==> config.mk <==
export PLATFORM = sky130hd
export DESIGN_NAME = bcd_stopwatch_timer
export DESIGN_NICKNAME = d
export VERILOG_FILES = /design/src/rtl/stopwatch_pkg.sv /design/src/rtl/bcd_digit_counter.sv /design/src/rtl/bcd_stopwatch_timer.sv
export SDC_FILE = /design/constraint.sdc
export NUM_CORES = 1
export LEC_CHECK = 0
export ABC_AREA = 1
export BUFFER_PORTS_ARGS = -buffer_cell sky130_fd_sc_hd__buf_2
export CAP_MARGIN = 15
export CORE_MARGIN = 2
export CORE_UTILIZATION = 45
export DETAILED_ROUTE_END_ITERATION = 10
export GPL_TIMING_DRIVEN = 0
export PLACE_DENSITY = 0.69
export SLEW_MARGIN = 10
export SYNTH_ARGS = -nofsm -noshare
export SYNTH_HDL_FRONTEND = slang
export SYNTH_SLANG_ARGS = --single-unit
==> constraint.sdc <==
create_clock -name CLK_1HZ -period 2.2 [get_ports CLK_1HZ]
set_input_delay 0.33 -clock CLK_1HZ [delete_from_list [all_inputs] [get_ports CLK_1HZ]]
set_output_delay 0.33 -clock CLK_1HZ [all_outputs]
set_load 0.01 [all_outputs]
==> src/rtl/stopwatch_pkg.sv <==
// Shared types, digit limits and preset validation for the BCD stopwatch/timer.
package stopwatch_pkg;

    typedef enum logic [1:0] {
        IDLE  = 2'd0,
        RUN   = 2'd1,
        PAUSE = 2'd2,
        DONE  = 2'd3
    } state_t;

    typedef logic [3:0] bcd_t;
    // Index 5 = hour tens ... index 0 = second units.
    typedef bcd_t [5:0] bcd_time_t;

    localparam bcd_t SEC_TENS_MAX = 4'd5;
    localparam bcd_t MIN_TENS_MAX = 4'd5;
    localparam bcd_t DIGIT_MAX    = 4'd9;

    function automatic logic bcd_time_valid(input bcd_time_t t, input int unsigned hours_max);
        logic        ok;
        int unsigned hours;
        ok = 1'b1;
        for (int i = 0; i < 6; i++) begin
            if (t[i] > DIGIT_MAX) begin
                ok = 1'b0;
            end
        end
        if (t[1] > SEC_TENS_MAX) begin
            ok = 1'b0;
        end
        if (t[3] > MIN_TENS_MAX) begin
            ok = 1'b0;
        end
        hours = 32'(t[5]) * 32'd10 + 32'(t[4]);
        if (hours > hours_max) begin
            ok = 1'b0;
        end
        return ok;
    endfunction

endpackage

==> src/rtl/bcd_digit_counter.sv <==
// One BCD digit step: next value plus carry (up) or borrow (down) to the next digit.
module bcd_digit_counter
    import stopwatch_pkg::*;
#(
    parameter bcd_t MAX = 4'd9
) (
    input  logic en_i,
    input  logic dir_i,
    input  bcd_t digit_i,
    output bcd_t digit_o,
    output logic carry_o
);

    // Step the digit; wrap at 0/MAX and flag the ripple to the next digit.
    always_comb begin
        digit_o = digit_i;
        carry_o = 1'b0;
        if (en_i) begin
            if (dir_i) begin
                if (digit_i == 4'd0) begin
                    digit_o = MAX;
                    carry_o = 1'b1;
                end else begin
                    digit_o = digit_i - 4'd1;
                end
            end else begin
                if (digit_i == MAX) begin
                    digit_o = 4'd0;
                    carry_o = 1'b1;
                end else begin
                    digit_o = digit_i + 4'd1;
                end
            end
        end else begin
            digit_o = digit_i;
        end
    end

endmodule

==> src/rtl/bcd_stopwatch_timer.sv <==
// BCD stopwatch / countdown timer on a 1 Hz clock with wrap or saturate at HOURS_MAX:59:59.
// Optional lap register enabled by macro LAP_CAPTURE_EN.
module bcd_stopwatch_timer
    import stopwatch_pkg::*;
#(
    parameter int unsigned HOURS_MAX = 99,
    parameter bit          WRAP_EN   = 1'b1
) (
    input  logic        CLK_1HZ,
    input  logic        RESET,
    input  logic        start,
    input  logic        stop,
    input  logic        clear,
    input  logic        load,
    input  logic        mode_down,
    input  logic [23:0] preset_bcd,
    input  logic        lap,
    output logic [23:0] time_bcd,
    output logic [23:0] lap_bcd,
    output logic        running,
    output logic        done,
    output logic        overflow,
    output logic        load_err
);

    localparam bcd_t      HR1_MAX   = bcd_t'(HOURS_MAX / 32'd10);
    localparam bcd_t      HR0_MAX   = bcd_t'(HOURS_MAX % 32'd10);
    localparam bcd_time_t TIME_ZERO = 24'h000000;
    localparam bcd_time_t LIMIT     = {HR1_MAX, HR0_MAX, MIN_TENS_MAX, DIGIT_MAX,
                                       SEC_TENS_MAX, DIGIT_MAX};

    state_t    state_q, state_d;
    bcd_time_t time_q, time_d;
    logic      mode_down_q, mode_down_d;
    logic      overflow_q, overflow_d;
    logic      load_err_q, load_err_d;

    logic [4:0] en_s;
    bcd_t       lo_nxt_s [0:3];
    bcd_t       hr1_nxt_s, hr0_nxt_s;
    bcd_time_t  tick_time_s;

    assign en_s[0] = 1'b1;

    for (genvar i = 0; i < 4; i++) begin : g_digit
        localparam bcd_t D_MAX = (i == 1) ? SEC_TENS_MAX :
                                 (i == 3) ? MIN_TENS_MAX : DIGIT_MAX;
        bcd_digit_counter #(.MAX(D_MAX)) u_digit (
            .en_i    (en_s[i]),
            .dir_i   (mode_down_q),
            .digit_i (time_q[i]),
            .digit_o (lo_nxt_s[i]),
            .carry_o (en_s[i+1])
        );
    end

    // Hour pair: bounded by HOURS_MAX rather than a plain 00..99 BCD range.
    always_comb begin
        hr1_nxt_s = time_q[5];
        hr0_nxt_s = time_q[4];
        if (en_s[4]) begin
            if (mode_down_q) begin
                if (time_q[5] == 4'd0 && time_q[4] == 4'd0) begin
                    hr1_nxt_s = HR1_MAX;
                    hr0_nxt_s = HR0_MAX;
                end else if (time_q[4] == 4'd0) begin
                    hr1_nxt_s = time_q[5] - 4'd1;
                    hr0_nxt_s = DIGIT_MAX;
                end else begin
                    hr0_nxt_s = time_q[4] - 4'd1;
                end
            end else begin
                if (time_q[5] == HR1_MAX && time_q[4] == HR0_MAX) begin
                    hr1_nxt_s = 4'd0;
                    hr0_nxt_s = 4'd0;
                end else if (time_q[4] == DIGIT_MAX) begin
                    hr1_nxt_s = time_q[5] + 4'd1;
                    hr0_nxt_s = 4'd0;
                end else begin
                    hr0_nxt_s = time_q[4] + 4'd1;
                end
            end
        end else begin
            hr1_nxt_s = time_q[5];
        end
    end

    assign tick_time_s = {hr1_nxt_s, hr0_nxt_s, lo_nxt_s[3], lo_nxt_s[2], lo_nxt_s[1], lo_nxt_s[0]};

    // Command arbitration (clear > load > stop > start) and per-state behaviour.
    always_comb begin
        state_d     = state_q;
        time_d      = time_q;
        mode_down_d = mode_down_q;
        overflow_d  = 1'b0;
        load_err_d  = 1'b0;
        if (clear) begin
            state_d = IDLE;
            time_d  = TIME_ZERO;
        end else if (load && state_q != RUN) begin
            // A rejected load still consumes the edge: no stop/start action.
            if (bcd_time_valid(preset_bcd, HOURS_MAX)) begin
                time_d  = preset_bcd;
                state_d = IDLE;
            end else begin
                load_err_d = 1'b1;
            end
        end else begin
            case (state_q)
                IDLE: begin
                    if (!stop && start) begin
                        mode_down_d = mode_down;
                        state_d     = (mode_down && time_q == TIME_ZERO) ? DONE : RUN;
                    end else begin
                        state_d = IDLE;
                    end
                end
                RUN: begin
                    if (stop) begin
                        state_d = PAUSE;
                    end else if (mode_down_q) begin
                        time_d = tick_time_s;
                        if (tick_time_s == TIME_ZERO) begin
                            state_d = DONE;
                        end else begin
                            state_d = RUN;
                        end
                    end else if (time_q == LIMIT) begin
                        if (WRAP_EN) begin
                            time_d     = tick_time_s;
                            overflow_d = 1'b1;
                        end else begin
                            state_d = DONE;
                        end
                    end else begin
                        time_d = tick_time_s;
                    end
                end
                PAUSE: begin
                    if (!stop && start) begin
                        state_d = RUN;
                    end else begin
                        state_d = PAUSE;
                    end
                end
                DONE: begin
                    state_d = DONE;
                end
                default: begin
                    state_d = IDLE;
                end
            endcase
        end
    end

    // State, time and pulse registers.
    always_ff @(posedge CLK_1HZ or posedge RESET) begin
        if (RESET) begin
            state_q     <= IDLE;
            time_q      <= TIME_ZERO;
            mode_down_q <= 1'b0;
            overflow_q  <= 1'b0;
            load_err_q  <= 1'b0;
        end else begin
            state_q     <= state_d;
            time_q      <= time_d;
            mode_down_q <= mode_down_d;
            overflow_q  <= overflow_d;
            load_err_q  <= load_err_d;
        end
    end

`ifdef LAP_CAPTURE_EN
    bcd_time_t lap_q, lap_d;

    // Capture the pre-tick time while running; clear suppresses the capture.
    always_comb begin
        lap_d = lap_q;
        if (lap && !clear && state_q == RUN) begin
            lap_d = time_q;
        end else begin
            lap_d = lap_q;
        end
    end

    // Lap register.
    always_ff @(posedge CLK_1HZ or posedge RESET) begin
        if (RESET) begin
            lap_q <= TIME_ZERO;
        end else begin
            lap_q <= lap_d;
        end
    end

    assign lap_bcd = lap_q;
`else
    logic unused_lap_s;
    assign unused_lap_s = lap;
    assign lap_bcd      = 24'h000000;
`endif

    assign time_bcd = time_q;
    assign running  = (state_q == RUN);
    assign done     = (state_q == DONE);
    assign overflow = overflow_q;
    assign load_err = load_err_q;

endmodule
Yosys cells after proc, flatten, opt, wreduce, memory -nomap -nowiden
Cells that the tools add are included.

Register bits after elaboration: 29. Latch bits: 0. RAM bits: 0. ROM bits: 0. Bits of input ports: 32. Output and inout port bits: 52. Logic and storage cells: 145. Memories kept: 0.

Add/sub/neg operators: 13. $mul: 1. Div/mod/pow operators: 0. Magnitude comparators: 9. Equality and inequality tests: 14. Shifts and indexed selects: 0. Muxes and demuxes: 77. Bitwise gates (word level): 2. Reductions and logical operators: 19.

Operators with widths (count): $mux W24 (5); $mux W4 (27); $logic_not A24 Y1 (2); $mux W1 (35); $add A4 B1 Y4 const B (6); $eq A24 B24 Y1 const B (1); $gt A4 B4 Y1 const B (6); $logic_not A4 Y1 (6); $sub A4 B1 Y4 const B (6); $mux W2 (9); $eq A4 B4 Y1 const B (4); $add A8 B4 Y9 (1); $gt A9 B7 Y1 const B (1); $eq A4 B3 Y1 const B (2); $gt A4 B3 Y1 const B (2); $pmux W2 S4 (1); $mul A4 B3 Y7 const B (1); $logic_and A1 B1 Y1 (5); $ne A5 B3 Y1 const B (1); $eq A2 B2 Y1 const B (2); $reduce_and A4 Y1 (1); $ne A3 B1 Y1 const B (1); $ne A3 B2 Y1 const B (1); $reduce_and A3 Y1 (1); other kinds (7) (8).

Longest topological paths before layout
Gate-level depths: netlist (run 1).

Depth after elaboration: 15. Gate-level depth with buffers: 18.

Modules after synthesis
A second synthesis (run 1) with hierarchy kept.

Cells, all modules: 571. Area total of the unflattened synthesis: 3568.4 um2.

By module, submodules not included: bcd_stopwatch_timer (times used 1, cells an instance 401, area each 2790.2 um2); bcd_digit_counter at g_digit[0].u_digit ... (times used 2, cells an instance 46, area each 210.2 um2); bcd_digit_counter at g_digit[1].u_digit ... (times used 2, cells an instance 39, area each 178.9 um2).

Worst setup path after synthesis (run 1)
OpenSTA, ideal clock, no wires.

Kind: input-to-reg. Start: input port preset_bcd[21]. End: register time_q, in the netlist time_bcd[20]. Setup time: 0.083 ns. Data arrival time: 2.461 ns. Required time: 2.117 ns. Setup slack: -0.343 ns. Stages: 16. Cells stage by stage: ha_1 > ha_1 > inv_1 > fa_1 > nor2_1 > nand2_1 > xor2_1 > nor2_1 > a21oi_1 > nand2_1 > nand2_1 > nand2_1 > inv_2 > buf_2 > nand2_1 > o21ai_0.

Cells in the longest elaborated chain, start to end: 9. Elaborated cells on any way between the ends: 12. Those cells by class: add/sub: 1; mul: 1; order compare: 2; eq/ne: 1; mux: 6; reduce/logical: 1.

RTL lines: start, declared (line bcd_stopwatch_timer.sv:16) `input logic [23:0] preset_bcd,`; parallel branches: the longest is 4 deep, another holds $add A8 B4 Y9; $mux W1 * (line stopwatch_pkg.sv:35) `if (hours > hours_max) begin`; $mux W1 * (line bcd_stopwatch_timer.sv:100) `end else if (load && state_q != RUN) begin`; $mux W1 * (line bcd_stopwatch_timer.sv:97) `if (clear) begin`; $ne A3 B2 Y1 (no line) *; $reduce_and A3 Y1 (no line) *; end signal, assigned (line bcd_stopwatch_timer.sv:166) `time_q <= time_d;`; end, declared (line bcd_stopwatch_timer.sv:33) `bcd_time_t time_q, time_d;`.

Mark *: on every way between the ends. The select of a mux whose other input is x is not followed. A chain may end at the register's enable or synchronous reset.

Final worst setup path (run 1)
Start: input port preset_bcd[23]. End: register time_q, in the netlist time_bcd[22].

Same word-level chain as after synthesis.

==> metrics.cfg, run 1 <==
[status]
status=complete, but fails checks
violations=negative setup slack

[yosys]
avgSynthCellArea_um2=6.01
synth_top_area_share_pct=21.4
synth.most_common_cell=nand2_1
netlist_top_cells_area=dfrtp_1 (21%), nand2_1 (20%), o21ai_0 (8.1%)
ys_ff_latch=29
synth.yosys.seq_area_share_pct=21.4
yosys.area.top_type=dfrtp_1
synth_edf_count=0
synth_cells=564
syn_area_um2=3390
async_reset_ff_share_pct=100
synthDistinctLibCells=40
synth_common_cells=nand2_1 (185), inv_1 (58), o21ai_0 (55), nor2_1 (53), nand3_1 (46)
ys.flop_type=dfrtp_1
ys_warn_count=0

[placement]
dp_slack_ps=-671
gp_congestion=0.931
portBuffers=58
dpl_cell_area_um2=3980
hpwl_um=8130
dpl.cell_count=745

[worst_setup_path]
cpMaxStageDelayCell=fa_2
rr_worst_depth=10
slowest_delay_ps=560
worstReg2RegEnd=time_bcd[21]$_DFFE_PP0P_
rrSetupSlack_ps=-90
crit_required_ps=2420
critical_path.cell_chain=buf_8 -> ha_4 -> ha_4 -> inv_2 -> fa_2 -> inv_2 -> nand4_1 -> nand2_1 -> o21ai_1 -> nand3_1 -> a21oi_1 -> nand2_1 -> nand2_2 -> nand2_4 -> clkinv_8 -> buf_8 -> nand2_2 -> o21ai_2
start_kind=input port
cp.arrival_ps=2600
cp_max_fo=8
endpoint_kind=flip-flop
crit_type=input port to flip-flop
rr_startpoint=state_q[0]$_DFFE_PP0P_

[timing]
whs_ps=57.2
slew_headroom_pct=52.7
hold_viol_final=0
finalSetupTns_ps=-4070
rsz0062_at_grt=true
final_max_slew_viol_count=0
finClkSkew_ps=5.34
fin_crit_ps=2380
fin_ws_ps=-177
setup_violations=26
fmax_ghz=0.421
fin_crit_sh_pct=108
tightest_slew_ps=691

[finish]
antennaDiodeCount=0
utilization_pct=61.2
synthToLayoutAreaGrowth_pct=31.6
fin_area_um2=4460
fin_nets=713
drive_above_1_share_pct=27.8
fin_cells=764

[cts]
cts_max_level=2
cts_tree=built
cts_root_buf=clkbuf_8
clock_path_buffers=2
cts_sinks=29
clkLatencyLatePin_ps=290
path_clk_slew_ps=60
numCtsBuffers=5

[global_route]
busiest_layer=met2
grt_use_met2_pct=42.7
grt_max_degree=20
track_usage_pct=26.6
grt_pass1_vias=3659
globalRouteMet1Util_pct=36.5
antenna_found_initial=0
grt_pass1_wl_um=17900
overflow=0
grtUsageMet3_pct=4.84

[floorplanning]
die_x_um=90.8
core_um2=7290
start_util_pct=46.5
num_rows=31
ios=84
die_area_um2=8250
die_h_um=90.8

[route]
viasPerCell=5.40
drcViolationCount=0
drt_pass1_iterations=6
ant_nets=0
num_vias=4124
wl_per_cell_um=14.6
routed_wl_um=11200
drtIter0Drc=331

[run]
drv_cap=0

[pwr]
power_density_nw_per_um2=680
power_mw=3.04
vdd_drop_max_mv=0.272
leakagePower_nw=2.39

[min_path]
hold_class=input port to async pin

## layer usage
layer	share of wire [%]	up-vias
li1	-	1987
met1	42	1862
met2	46	246
met3	9.3	29
met4	2.5	0
met5	0	-
## logic make-up (layout without fill, tap and decap cells)
logic type                 after synthesis  in the layout  share of synthesized area [%]
AOI/OAI and AO/OA                       89             89                           14.5
xor gates and xnor gates                 7              7                           2.03
adders and majority gates               16             16                           6.35
buffers and inverters                  102            180                           14.6
DFF                                     29             29                           21.4
other                                    1             24                          0.111
and+or+nand+nor                        320            320                           41.0
## state kept, by name (all words and copies together), names as in the netlist
name         cells
load_err         1
mode_down_q      1
overflow         1
state_q          2
time_bcd        24
## cell type report
| type | count | area, um2 |
|---|---|---|
| fill | 711 | 2830 |
| inverter | 63 | 254 |
| multi-input combinational | 456 | 2470 |
| buffer | 39 | 312 |
| clock buffer | 7 | 86.3 |
| sequential | 29 | 731 |
| tap | 99 | 124 |
| timing repair buffer | 71 | 484 |
## power breakdown
group | switching [mW] | internal (mW) | leakage, nW
sequential | 0.142 | 0.610 | 0.378
clock | 0.226 | 0.248 | 0.0443
combinational | 1.16 | 0.650 | 1.96
## worst max-delay path, delay by kind of cell
family | cells | cell delay, ps
simple gates | 7 | 630
buf+inv | 5 | 430
compound gates | 3 | 270
fa+ha+maj | 3 | 940
## how the worst max path moves through the flow
stage	endpoint	depth (start not counted)	startpoint	slack, ps
after floorplan	time_bcd[23]$_DFFE_PP0P_	16	preset_bcd[23]	-200
after detailed placement	time_bcd[15]$_DFFE_PP0P_	18	preset_bcd[23]	-670
after global placement	time_bcd[15]$_DFFE_PP0P_	18	preset_bcd[23]	-620
final	time_bcd[22]$_DFFE_PP0P_	18	preset_bcd[23]	-180
after global routing	time_bcd[16]$_DFFE_PP0P_	17	preset_bcd[23]	-310
after CTS	time_bcd[6]$_DFFE_PP0P_	18	preset_bcd[23]	-180
## layout by cell type (no fill, tap or decap), types with 4 or more instances in the layout
master and instances:
nand2_1 166, buf_2 58, inv_1 53, nor2_1 49, nand3_1 45, o21ai_0 34, buf_4 31, dfrtp_1 25
conb_1 24, nand2_2 19, o21ai_2 16, nand4_1 16, a21oi_1 14, ha_1 11, nand2_4 8, clkbuf_8 7
a22o_1 6, xor2_1 6, buf_8 6, inv_2 6, o21ai_1 6, clkbuf_1 5, a22oi_1 5, nor2_2 5
o22ai_1 4, dfrtp_2 4
## what timing repair did
action | 4_1_cts | 5_1_grt
hold buffers | 0 | 0
endpoints found under the setup margin | 26 | 28
gates cloned | 2 | 1
buffers inserted | 9 | 1
gates resized for setup | 37 | 45
pin swaps | 9 | 3
Power figures use the tool's default switching activity.
==> run 2: changes to the inputs <==
--- a/config.mk
+++ b/config.mk
@@ -13,6 +13,7 @@
 export DETAILED_ROUTE_END_ITERATION = 10
 export GPL_TIMING_DRIVEN = 0
 export PLACE_DENSITY = 0.69
+export RECOVER_POWER = 25
 export SLEW_MARGIN = 10
 export SYNTH_ARGS = -nofsm -noshare
 export SYNTH_HDL_FRONTEND = slang
==> run 2 against run 1 <==
Effect of this change: the run still ends with negative setup slack left; hold slack lost 46 ps; register-to-register slack gained 20 ps; clock skew shrank 1.9 ps; critical path depth is the same; total power shrank 0.23%; non-clock buffer count is the same; sequential share of layout area grew 0.088 points; combinational power is essentially flat; flip-flop and latch count is the same.
==> metrics.cfg, run 2 (synthesis gave the netlist of run 1 again) <==
[status]
status=complete, but fails checks
violations=negative setup slack

[route]
ant_nets=0  ; unchanged
drcViolationCount=0  ; unchanged
routed_wl_um=11200  ; +0.19%
wl_per_cell_um=14.7  ; +0.19%
drt_pass1_iterations=7  ; +1
drtIter0Drc=317  ; -4.2%
num_vias=4103  ; -0.51%
viasPerCell=5.37  ; -0.51%

[cts]
cts_max_level=2  ; unchanged
path_clk_slew_ps=70  ; about the same
clkLatencyLatePin_ps=290  ; about the same
numCtsBuffers=5  ; unchanged
cts_root_buf=clkbuf_8
hold_buffers=0  ; unchanged
clock_path_buffers=2  ; unchanged
cts_tree=built
cts_sinks=29  ; unchanged

[timing]
fmax_ghz=0.421  ; +0.17%
setup_violations=26  ; unchanged
whs_ps=11.3  ; -45.9 ps
hold_viol_final=0  ; unchanged
final_max_slew_viol_count=0  ; unchanged
fin_crit_sh_pct=108  ; -0.18 points
tightest_slew_ps=1180  ; +491 ps
fin_crit_ps=2370  ; -3.94 ps
finClkSkew_ps=3.46  ; -1.89 ps
slew_headroom_pct=21.2  ; -32 points
fin_ws_ps=-173  ; +3.94 ps
rsz0062_at_grt=true

[finish]
fin_nets=713  ; unchanged
antennaDiodeCount=0  ; unchanged
drive_above_1_share_pct=27.7  ; -0.15 points
synthToLayoutAreaGrowth_pct=30.9
layout_common_cells=nand2_1 (166), buf_2 (58), inv_1 (53), nor2_1 (49), nand3_1 (45)
fin_area_um2=4440  ; -0.53%
final_common_cell=nand2_1
largest_reg_flops=24  ; unchanged
fin_cells=764  ; unchanged
fillers=715  ; +0.56%
utilization_pct=60.9  ; -0.33 points

[worst_setup_path]
cp.arrival_ps=2600  ; about the same
rr_worst_depth=10  ; unchanged
start_kind=input port
cpMaxStageDelayCell=fa_2
crit_required_ps=2420  ; about the same
slowest_delay_ps=560  ; about the same
cp_max_fo=8  ; unchanged
critical_path.cell_chain=buf_8 -> ha_4 -> ha_4 -> inv_2 -> fa_2 -> inv_2 -> nand4_1 -> nand2_1 -> o21ai_1 -> nand3_1 -> a21oi_1 -> nand2_1 -> nand2_2 -> nand2_4 -> clkinv_8 -> buf_8 -> nand2_2 -> o21ai_2
endpoint_kind=flip-flop
crit_type=input port to flip-flop

[pwr]
power_density_nw_per_um2=682  ; +0.31%
power.switching_mw=1.52  ; -0.15%
pwr-share-seq_pct=24.8  ; about the same
leakagePower_nw=2.38  ; -0.48%
clockPowerShare_pct=15.6  ; about the same
power_mw=3.03  ; -0.23%
power_frac_comb_pct=59.6  ; about the same
swShare_pct=50.3  ; about the same
p_int_mw=1.50  ; -0.30%
vdd_drop_max_mv=0.272  ; -0.18%

[min_path]
hold_class=input port to async pin

[global_route]
overflow=0  ; unchanged
antenna_found_initial=0  ; unchanged
grt_pass1_vias=3659  ; unchanged
grt_max_degree=20  ; unchanged
grt_pass1_wl_um=17900  ; unchanged
track_usage_pct=26.6  ; unchanged

[placement]
dpl_cell_area_um2=3980  ; unchanged
gp_congestion=0.931  ; unchanged
portBuffers=58  ; unchanged
dpl.cell_count=745  ; unchanged
hpwl_um=8130  ; unchanged

[floorplanning]
die_area_um2=8250  ; unchanged
ios=84  ; unchanged
die_h_um=90.8  ; unchanged
start_util_pct=46.5  ; unchanged
core_um2=7290  ; unchanged
die_x_um=90.8  ; unchanged
num_rows=31  ; unchanged

[run]
drv_cap=0  ; unchanged

run 2: changes by cell type in the layout (fill, tap and decap cells not counted), sizes merged:
cell,change
buf,-1
clkbuf,+1
run 2: repair_timing:
action / 4_1_cts / 5_1_grt
setup buffers: 9 / 1
cloned: 2 / 1
resized for setup: 37 / 45
endpoints found under the setup margin: 26 / 28
pin swaps: 9 / 3
run 2: cell type report:
| cell class | instances | area, um2 | share of cell area, % |
|---|---|---|---|
| Sequential cell | 29 | 731 | 16.5 |
| Clock buffer | 7 | 86.3 | 1.94 |
| Buffer | 39 | 312 | 7.02 |
| Tap cell | 99 | 124 | 2.79 |
| Timing Repair Buffer | 71 | 460 | 10.4 |
| Inverter | 63 | 254 | 5.72 |
| Multi-Input combinational cell | 456 | 2470 | 55.7 |
run 2: path summary, 6_finish.rpt:
path	start	end	slack (ps)
setup reg to reg	state_q[0]$_DFFE_PP0P_	time_bcd[21]$_DFFE_PP0P_	-70
min in group CLK_1HZ	mode_down	mode_down_q$_DFFE_PP0P_	330
setup / recovery	preset_bcd[23]	time_bcd[22]$_DFFE_PP0P_	-170
hold / removal	RESET	time_bcd[0]$_DFFE_PP0P_	10
hold reg to reg	state_q[1]$_DFFE_PP0P_	state_q[1]$_DFFE_PP0P_	570
max in group asynchronous	RESET	time_bcd[8]$_DFFE_PP0P_	690
run 2: per-layer routing:
| metal | global-route usage, % | wire, um | up-vias |
|---|---|---|---|
| li1 | - | - | 1984 |
| met1 | 36.5 | 4810 | 1862 |
| met2 | 42.7 | 5150 | 230 |
| met5 | 0 | 0 | - |
| met4 | 7.83 | 291 | 0 |
| met3 | 4.84 | 943 | 27 |
run 2: critical path, delay by kind of cell:
family                     cells  cell delay [ps]
adders and majority gates      3              940
AOI/OAI and AO/OA              3              270
buffers and inverters          5              440
and+or+nand+nor                7              630
run 2: power by group through the flow:
| stage | clock [mW] | sequential (mW) | combinational, mW |
|---|---|---|---|
| 6_report | 0.472 | 0.751 | 1.81 |
| 5_1_grt | 0.503 | 0.769 | 1.98 |
| 4_1_cts | 0.467 | 0.742 | 1.69 |
| 3_5_place_dp | 0 | 0.751 | 1.60 |
| 3_3_place_gp | 0 | 0.748 | 1.56 |
| 2_1_floorplan | 0 | 0.755 | 1.16 |
run 2: through the flow:
stage	setup TNS [ps]	setup slack (ps)
2_1_floorplan	-4400	-203
3_3_place_gp	-14870	-622
3_5_place_dp	-16070	-671
4_1_cts	-4120	-184
5_1_grt	-7590	-311
6_report	-3970	-173
==> run 3: changes to the inputs <==
--- a/config.mk
+++ b/config.mk
@@ -6,7 +6,7 @@
 export NUM_CORES = 1
 export LEC_CHECK = 0
 export ABC_AREA = 1
-export BUFFER_PORTS_ARGS = -buffer_cell sky130_fd_sc_hd__buf_2
+export BUFFER_PORTS_ARGS = -buffer_cell sky130_fd_sc_hd__buf_4
 export CAP_MARGIN = 15
 export CORE_MARGIN = 2
 export CORE_UTILIZATION = 45
==> run 3 against run 2 <==
Effect of this change: the flow still finishes with violations (negative setup slack); non-clock buffer count is 2 higher; fmax is 2.7% lower; utilization is 0.69 points higher; via count is 2.4% lower; global-route usage is 0.41 points lower; setup slack worse by 65 ps; sequential share of layout area is 0.24 points lower; combinational power hardly changed; sequential power hardly changed; critical path type unchanged; highest routed layer unchanged.
==> metrics.cfg, run 3 (synthesis gave the netlist of run 1 again) <==
[global_route]
antenna_found_initial=0  ; unchanged
grt_pass1_wl_um=17500  ; -2.6%
overflow=0  ; unchanged
grt_pass1_vias=3627  ; -0.87%
track_usage_pct=26.2  ; -0.41 points
grt_max_degree=20  ; unchanged

[status]
status=complete, but fails checks
violations=negative setup slack

[route]
routed_wl_um=11000  ; -1.9%
wl_per_cell_um=14.3  ; -2.2%
num_vias=4003  ; -2.4%
ant_nets=0  ; unchanged
drt_pass1_iterations=5  ; -2
drcViolationCount=0  ; unchanged
viasPerCell=5.23  ; -2.7%
drtIter0Drc=339  ; +6.9%

[floorplanning]
die_x_um=90.8  ; unchanged
ios=84  ; unchanged
die_area_um2=8250  ; unchanged
core_um2=7290  ; unchanged
num_rows=31  ; unchanged
start_util_pct=46.5  ; unchanged
die_h_um=90.8  ; unchanged

[worst_setup_path]
slowest_delay_ps=590  ; +30 ps
crit_type=input port to flip-flop
cp_top_family=adder cells
cpMaxStageDelayCell=fa_2
cp.arrival_ps=2640  ; +40 ps
endpoint_kind=flip-flop
path_buf_inv=5  ; unchanged
cp_max_fo=7  ; -1
start_kind=input port
crit_required_ps=2410  ; about the same
critical_path.cell_chain=buf_8 -> ha_4 -> ha_4 -> inv_2 -> fa_2 -> inv_2 -> nand4_1 -> nand2_1 -> o21ai_1 -> nand3_1 -> a21oi_2 -> nand2_2 -> nand2_4 -> nand2_4 -> clkinv_8 -> clkbuf_16 -> nand2_2 -> o21ai_1

[placement]
gp_congestion=0.928  ; -0.30%
hpwl_um=8280  ; +1.9%
dp_slack_ps=-651  ; +19.4 ps
portBuffers=58  ; unchanged
dpl.cell_count=745  ; unchanged

[timing]
finClkSkew_ps=6.52  ; +3.06 ps
setup_violations=26  ; unchanged
fmax_ghz=0.410  ; -2.7%
fin_ws_ps=-238  ; -64.9 ps
fin_crit_sh_pct=111  ; +2.9 points
finalSetupTns_ps=-5340  ; -1370 ps
hold_viol_final=0  ; unchanged
whs_ps=41.4  ; +30.1 ps
rsz0062_at_grt=true
tightest_slew_ps=1130  ; -52.7 ps
fin_crit_ps=2440  ; +64.9 ps
final_max_slew_viol_count=0  ; unchanged
slew_headroom_pct=24.7  ; +3.5 points

[cts]
cts_sinks=29  ; unchanged
clock_path_buffers=2  ; unchanged
cts_tree=built
hold_buffers=0  ; unchanged
clkLatencyLatePin_ps=280  ; about the same
path_clk_slew_ps=70  ; about the same
numCtsBuffers=5  ; unchanged
cts_root_buf=clkbuf_8
cts_max_level=2  ; unchanged

[finish]
final_common_cell=nand2_1
utilization_pct=61.6  ; +0.69 points
fin_nets=715  ; +0.28%
largest_reg_flops=24  ; unchanged
fin_cells=766  ; +0.26%
layout_common_cells=nand2_1 (180), buf_4 (88), inv_1 (54), nor2_1 (49), nand3_1 (44)
antennaDiodeCount=0  ; unchanged
drive_above_1_share_pct=24.0  ; -3.7 points
synthToLayoutAreaGrowth_pct=32.4

[min_path]
hold_class=input port to async pin

[run]
drv_cap=0  ; unchanged

[pwr]
vdd_drop_max_mv=0.289  ; +6.5%
leakagePower_nw=2.36  ; -0.70%
power_density_nw_per_um2=666  ; -2.4%

run 3: final timing paths:
path,startpoint,to,slack (ps),cells after the start
worst max-delay path,preset_bcd[23],time_bcd[15]$_DFFE_PP0P_,-240,18
worst min-delay path,RESET,time_bcd[21]$_DFFE_PP0P_,40,2
worst max register to register,time_bcd[18]$_DFFE_PP0P_,state_q[1]$_DFFE_PP0P_,-60,15
max in group asynchronous,RESET,time_bcd[16]$_DFFE_PP0P_,710,3
worst min register to register,state_q[1]$_DFFE_PP0P_,state_q[1]$_DFFE_PP0P_,570,2
min in group CLK_1HZ,mode_down,mode_down_q$_DFFE_PP0P_,330,3
run 3: timing repair:
item,4_1_cts,5_1_grt
setup buffers,8,4
cloned,2,0
endpoints found under the hold margin,0,0
pin swaps,9,10
setup endpoints to repair,26,29
resized for setup,28,23
run 3: routing by layer:
layer  GRT usage [%]  vias up  share of wire, %
met3            3.51       14               6.9
met5               0        -                 0
li1                -     1990                 -
met4            7.07        0               1.7
met2            43.7      179                48
met1            35.7     1820                44
run 3: where the power goes:
group / switching, mW / internal, mW / total (mW)
logic: 1.10 / 0.676 / 1.78
clock network: 0.211 / 0.248 / 0.459
registers: 0.141 / 0.609 / 0.750
total: 1.46 / 1.53 / 2.99
run 3: cell type report:
| type | instances | area, um2 |
|---|---|---|
| fillers | 716 | 2800 |
| plain buffers | 39 | 309 |
| inverters | 63 | 254 |
| multi-input cells | 456 | 2390 |
| repair buffers | 73 | 597 |
| well taps | 99 | 124 |
| clock buffers | 7 | 86.3 |
| flip-flops and latches | 29 | 728 |
run 3: stage by stage:
stage | power [mW] | cell area [um2]
2_1_floorplan | 1.91 | 3540
3_3_place_gp | 2.38 | 4100
3_5_place_dp | 2.40 | 4120
4_1_cts | 2.92 | 4410
5_1_grt | 3.23 | 4490
6_report | 2.99 | 4490
